**config.mk**
```make
export PLATFORM = sky130hd
export DESIGN_NAME = uart_boot_loader_ctrl
export DESIGN_NICKNAME = d
export VERILOG_FILES = /design/src/rtl/uart_boot_loader_ctrl.sv
export SDC_FILE = /design/constraint.sdc
export NUM_CORES = 1
export LEC_CHECK = 0
export BUFFER_PORTS_ARGS = -buffer_cell sky130_fd_sc_hd__buf_2
export CAP_MARGIN = 20
export CORE_ASPECT_RATIO = 1.1
export CORE_MARGIN = 2
export CORE_UTILIZATION = 65
export CTS_BUF_LIST = sky130_fd_sc_hd__clkbuf_4 sky130_fd_sc_hd__clkbuf_8
export CTS_CLUSTER_SIZE = 14
export DETAILED_ROUTE_END_ITERATION = 16
export HOLD_SLACK_MARGIN = 0.05
export PLACE_DENSITY = 0.88
export SYNTH_ARGS = -nofsm -noshare
export SYNTH_HDL_FRONTEND = slang
export SYNTH_SLANG_ARGS = --single-unit
```
**constraint.sdc**
```tcl
create_clock -name clk -period 4.19 [get_ports clk]
set_input_delay 0.838 -clock clk [delete_from_list [all_inputs] [get_ports clk]]
set_output_delay 0.838 -clock clk [all_outputs]
set_load 0.005 [all_outputs]
```
**src/rtl/uart_boot_loader_ctrl.sv**
```systemverilog
`default_nettype none
// ============================================================================
// Module   : uart_boot_loader_ctrl
// Brief    : Parses UART-assembled words as one download frame (length,
//            payload, checksum). It writes the payload to IMEM and releases
//            the core reset when the checksum matches.
// Revision : 1.0 - initial release
// ============================================================================
module uart_boot_loader_ctrl #(
    parameter int ADDR_WIDTH     = 10,
    parameter int MAX_WORDS      = 1024,
    parameter int TIMEOUT_CYCLES = 1000000
) (
    input  logic                  clk,
    input  logic                  reset_n,
    input  logic                  word_valid,
    input  logic [31:0]           word_data,
    input  logic                  restart,
    output logic                  imem_we,
    output logic [ADDR_WIDTH-1:0] imem_addr,
    output logic [31:0]           imem_wdata,
    output logic                  cpu_reset_n,
    output logic                  load_done,
    output logic                  load_error,
    output logic [2:0]            state_o
);

    // The count must be able to hold MAX_WORDS, which may equal 2**ADDR_WIDTH.
    localparam int c_CW = ADDR_WIDTH + 1;
    localparam int c_TW = $clog2(TIMEOUT_CYCLES + 1);

    localparam logic [2:0] c_WAIT_LEN = 3'd0;
    localparam logic [2:0] c_LOAD     = 3'd1;
    localparam logic [2:0] c_CHECK    = 3'd2;
    localparam logic [2:0] c_DONE     = 3'd3;
    localparam logic [2:0] c_ERROR    = 3'd4;

    logic [2:0]            r_state;
    logic [2:0]            w_next;
    logic [c_CW-1:0]       r_len;
    logic [c_CW-1:0]       r_count;
    logic [31:0]           r_sum;
    logic [c_TW-1:0]       r_idle;
    logic                  w_timeout;
    logic                  r_imem_we;
    logic [ADDR_WIDTH-1:0] r_imem_addr;
    logic [31:0]           r_imem_wdata;
    logic                  r_cpu_reset_n;
    logic                  r_load_done;
    logic                  r_load_error;

    assign w_timeout = (r_idle == c_TW'(TIMEOUT_CYCLES - 1));

    // State register.
    always_ff @(posedge clk or negedge reset_n) begin
        if (!reset_n) r_state <= c_WAIT_LEN;
        else          r_state <= w_next;
    end

    // Next-state logic: restart dominates, and a word arriving in the same cycle as the timeout wins.
    always_comb begin
        w_next = r_state;
        if (restart) begin
            w_next = c_WAIT_LEN;
        end else begin
            case (r_state)
                c_WAIT_LEN: if (word_valid) begin
                    if (word_data == 32'd0)                 w_next = c_CHECK;
                    else if (word_data > 32'(MAX_WORDS))    w_next = c_ERROR;
                    else                                    w_next = c_LOAD;
                end
                c_LOAD: begin
                    if (word_valid) begin
                        if (r_count + c_CW'(1) == r_len)    w_next = c_CHECK;
                    end else if (w_timeout) begin
                        w_next = c_ERROR;
                    end
                end
                c_CHECK: begin
                    if (word_valid)     w_next = (word_data == r_sum) ? c_DONE : c_ERROR;
                    else if (w_timeout) w_next = c_ERROR;
                end
                c_DONE:  w_next = c_DONE;
                c_ERROR: w_next = c_ERROR;
                default: w_next = c_WAIT_LEN;
            endcase
        end
    end

    // Frame datapath: length latch, payload count/sum and the registered IMEM write port.
    always_ff @(posedge clk or negedge reset_n) begin
        if (!reset_n) begin
            r_len        <= '0;
            r_count      <= '0;
            r_sum        <= '0;
            r_imem_we    <= 1'b0;
            r_imem_addr  <= '0;
            r_imem_wdata <= '0;
        end else begin
            r_imem_we <= 1'b0;
            if (restart) begin
                r_len   <= '0;
                r_count <= '0;
                r_sum   <= '0;
            end else if (word_valid && r_state == c_WAIT_LEN) begin
                // Oversized lengths go to ERROR, so truncation never loses a valid length.
                r_len   <= word_data[c_CW-1:0];
                r_count <= '0;
                r_sum   <= '0;
            end else if (word_valid && r_state == c_LOAD) begin
                r_imem_we    <= 1'b1;
                r_imem_addr  <= r_count[ADDR_WIDTH-1:0];
                r_imem_wdata <= word_data;
                r_sum        <= r_sum + word_data;
                r_count      <= r_count + c_CW'(1);
            end
        end
    end

    // Inter-word idle counter. It runs only while a frame body is expected.
    always_ff @(posedge clk or negedge reset_n) begin
        if (!reset_n)
            r_idle <= '0;
        else if (restart || word_valid || (w_next != r_state))
            r_idle <= '0;
        else if (r_state == c_LOAD || r_state == c_CHECK)
            r_idle <= r_idle + c_TW'(1);
    end

    // Status outputs follow the state register by one cycle; restart clears them at once.
    always_ff @(posedge clk or negedge reset_n) begin
        if (!reset_n) begin
            r_cpu_reset_n <= 1'b0;
            r_load_done   <= 1'b0;
            r_load_error  <= 1'b0;
        end else begin
            r_cpu_reset_n <= !restart && (r_state == c_DONE);
            r_load_done   <= !restart && (r_state == c_DONE);
            r_load_error  <= !restart && (r_state == c_ERROR);
        end
    end

    assign imem_we     = r_imem_we;
    assign imem_addr   = r_imem_addr;
    assign imem_wdata  = r_imem_wdata;
    assign cpu_reset_n = r_cpu_reset_n;
    assign load_done   = r_load_done;
    assign load_error  = r_load_error;
    assign state_o     = r_state;

endmodule
`default_nettype wire

```
==> flow_metrics.tcl <==
set metrics [dict create \
    status "finished clean" \
    portBuffers 84 \
    cts-htree-levels 4 \
    place_ws_ns 0.611 \
    clk_root_buffer_cell "clkbuf_8" \
    vias 6205 \
    post_synth_inst_count 785 \
    grt_pass1_wl_mm 28.1 \
    yosys.area.top_type "dfrtp_1" \
    design_area_mm2 0.00787 \
    clkSinkCount 122 \
    worstSetupStartpoint "word_data[0]" \
    cts_hold_buf 0 \
    required_ns 4.53 \
    grt_overflow_total 0 \
    synthTopCellsByArea "dfrtp_1, nand2_1, ha_1, xor2_1, o21ai_0" \
    peakVddDrop_mv 0.283 \
    num_rows 39 \
    dr.pass1.iters 5 \
    synth_top_area_share 0.436 \
    grt_max_degree 69 \
    synthArstFlopShare 1.00 \
    worstSkewPairLatency_ns 0.45 \
    fin_crit_sh 0.750 \
    dp_cells 979 \
    period_needed_ns 3.14 \
    crit_arrival_ns 3.48 \
    ant_nets 0 \
    gp_congestion 0.909 \
    clk_pin_slew_worst_paths_ns 0.07 \
    r2r_start "r_sum[0]" \
    area_growth_pct 12.4 \
    fin_setup_tns_ns 0 \
    grt_pass1_vias 5958 \
    synthesis.nets 855 \
    grt_usage 0.307 \
    dieArea_mm2 0.0116 \
    wl_per_cell_um 16.7 \
    critical_path_class "primary input to register" \
    ys_ff_latch 122 \
    cellPowerDensity_mw_per_mm2 341 \
    viasPerCell 6.14 \
    ys_warn_count 0 \
    grt_setup_unrepaired "no" \
    hold_path.class "register to register" \
    slew_headroom 0.440 \
    dpl-instance-area_mm2 0.00740 \
    die_w_um 103 \
    drv_cap 0 \
    reg2reg_slack_ns 1.20 \
    hold_path_startpoint "imem_wdata[29]" \
    hpwl_mm 11.7 \
    antenna_found_initial 0 \
    synth_edf_count 0 \
    layout_setup_ws_ns 1.05 \
    clock_path_buffers 2 \
    drt_iter0_drc 475 \
    skew_ns 0.00824 \
    fmax_mhz 318 \
    cts_tree "yes" \
    cts_buffers 17 \
    num-nets-final 926 \
    hold_viol_final 0 \
    cp-start-kind "primary input" \
    layoutNonFillerInstCount 1011 \
    cts_setup_buffers 0 \
    cpMaxStageDelayCell "fa_1" \
    critPathTopFamily "simple AND/OR/NAND/NOR gates" \
    setup_violations 0 \
    hold_ws_ns 0.467 \
    worst-path-buf-inv 1 \
    finalMaxSlewViolations 0 \
    die_height_um 113 \
    tightest_slew_ns 0.840 \
    syn_avg_cell_area_um2 8.92 \
    syn_area_mm2 0.00700 \
    cts_resized 0 \
    fillers 764 \
    antenna-diode-count 0 \
    initial_core_util 0.671 \
    ios 85 \
    yosysSeqAreaShare 0.436 \
    endpoint_kind "register" \
    synth_cell_type_count 68 \
    cp_max_fo 4 \
    p_leak_nw 3.91 \
    totalWireLength_mm 16.9 \
    drcViolationCount 0 \
    worstPathCellList "buf_2 -> ha_1 -> fa_1 -> a211oi_1 -> o21bai_1 -> nand3_1 -> a31oi_1 -> nor4_1 -> nor3b_1 -> or3_1 -> a32o_1" \
    cpPeakStageDelay_ns 0.44 \
    synth_ff_type "dfrtp_1" \
    drive_gt1_frac 0.161 \
    core_mm2 0.0104 \
]
-- Yosys cell counts, types with 9 or more instances --
master    number
a21o_1        13
a21oi_1       33
clkbuf_1      22
dfrtp_1      122
ha_1          33
inv_1         13
nand2_1      205
nand3_1       18
nand4_1       12
nor2_1        47
nor3_1        11
nor4_1        16
o21ai_0       51
o31ai_1        9
xnor2_1       28
xor2_1        30
-- per-stage QoR --
| step | utilization | total power, mW |
|---|---|---|
| finish | 0.754 | 2.69 |
| global route | 0.754 | 2.78 |
| CTS | 0.753 | 2.70 |
| detailed placement | 0.709 | 1.47 |
| global placement | 0.709 | 1.46 |
| floorplan | - | 1.37 |
-- cell families after synthesis --
logic type | after synthesis | share of synthesized area
muxes | 2 | 0.00286
and+or+nand+nor | 354 | 0.227
adders and majority gates | 34 | 0.0618
DFF | 122 | 0.436
buffers and inverters | 53 | 0.0432
AOI/OAI and AO/OA | 160 | 0.150
xor gates and xnor gates | 60 | 0.0790
-- metal layers --
layer,track usage,up-vias,part of all wire
li1,-,2880,-
met1,0.409,2985,0.41
met2,0.479,284,0.48
met3,0.0698,56,0.070
met4,0.136,0,0.035
met5,0,-,0
-- flip-flops by register name (all words and copies together) (netlist names) --
signal / cells
imem_wdata: 32
state_o: 3
imem_addr: 10
load_done: 1
imem_we: 1
r_count: 11
load_error: 1
r_sum: 32
r_idle: 20
r_len: 11
-- cells in the final DEF, fill, tap and decap left out, types with 3 or more instances in the layout --
master	count
a22o_1	5
or4_1	3
and2_1	4
nor2_1	47
nor4_1	16
nor3b_1	4
nand2b_1	6
and3_2	6
bufinv_16	5
clkbuf_8	20
o21ai_0	51
buf_2	84
nand4_1	12
o21bai_1	5
inv_1	12
o21a_1	4
xor2_1	30
nor3_1	11
o31ai_1	9
a21o_1	13
and3_1	6
a41oi_1	3
clkbuf_4	3
a32o_1	4
o2111ai_1	3
xnor2_1	28
nand3_1	18
or3_1	3
a31oi_1	5
a211oi_1	6
ha_1	33
a21oi_1	33
clkinv_2	3
dfrtp_1	122
buf_4	8
nand2_1	205
-- worst register-to-register path, delay by kind of cell, from the launching register on --
family / cells / cell delay [ns]
AO/OA/AOI/OAI: 4 / 0.92
adder cells (fa/ha/maj): 2 / 0.66
flip-flops: 1 / 0.39
AND/OR/NAND/NOR: 4 / 0.93
-- report_power, final --
part	internal (mW)	switching, mW
Clock	0.770	0.463
Sequential	1.21	0.0199
Combinational	0.0823	0.144
-- path summary, 6_finish.rpt --
path,end,cells past startpoint
min in group asynchronous,imem_addr[3],1
hold reg to reg,imem_wdata[29],2
setup / recovery,r_sum[28],11
setup reg to reg,r_sum[28],10
max in group asynchronous,imem_wdata[23],2
hold / removal,imem_wdata[29],2
-- cell type report --
cell class | count | area, um^2 | area share
multi-input combinational | 610 | 3650 | 0.463
tap | 143 | 179 | 0.0227
timing repair buffer | 92 | 480 | 0.0610
inverter | 13 | 48.8 | 0.00620
clock buffer | 23 | 298 | 0.0378
clock inverter | 8 | 165 | 0.0210
sequential | 122 | 3050 | 0.388
Power figures use the tool's default switching activity.
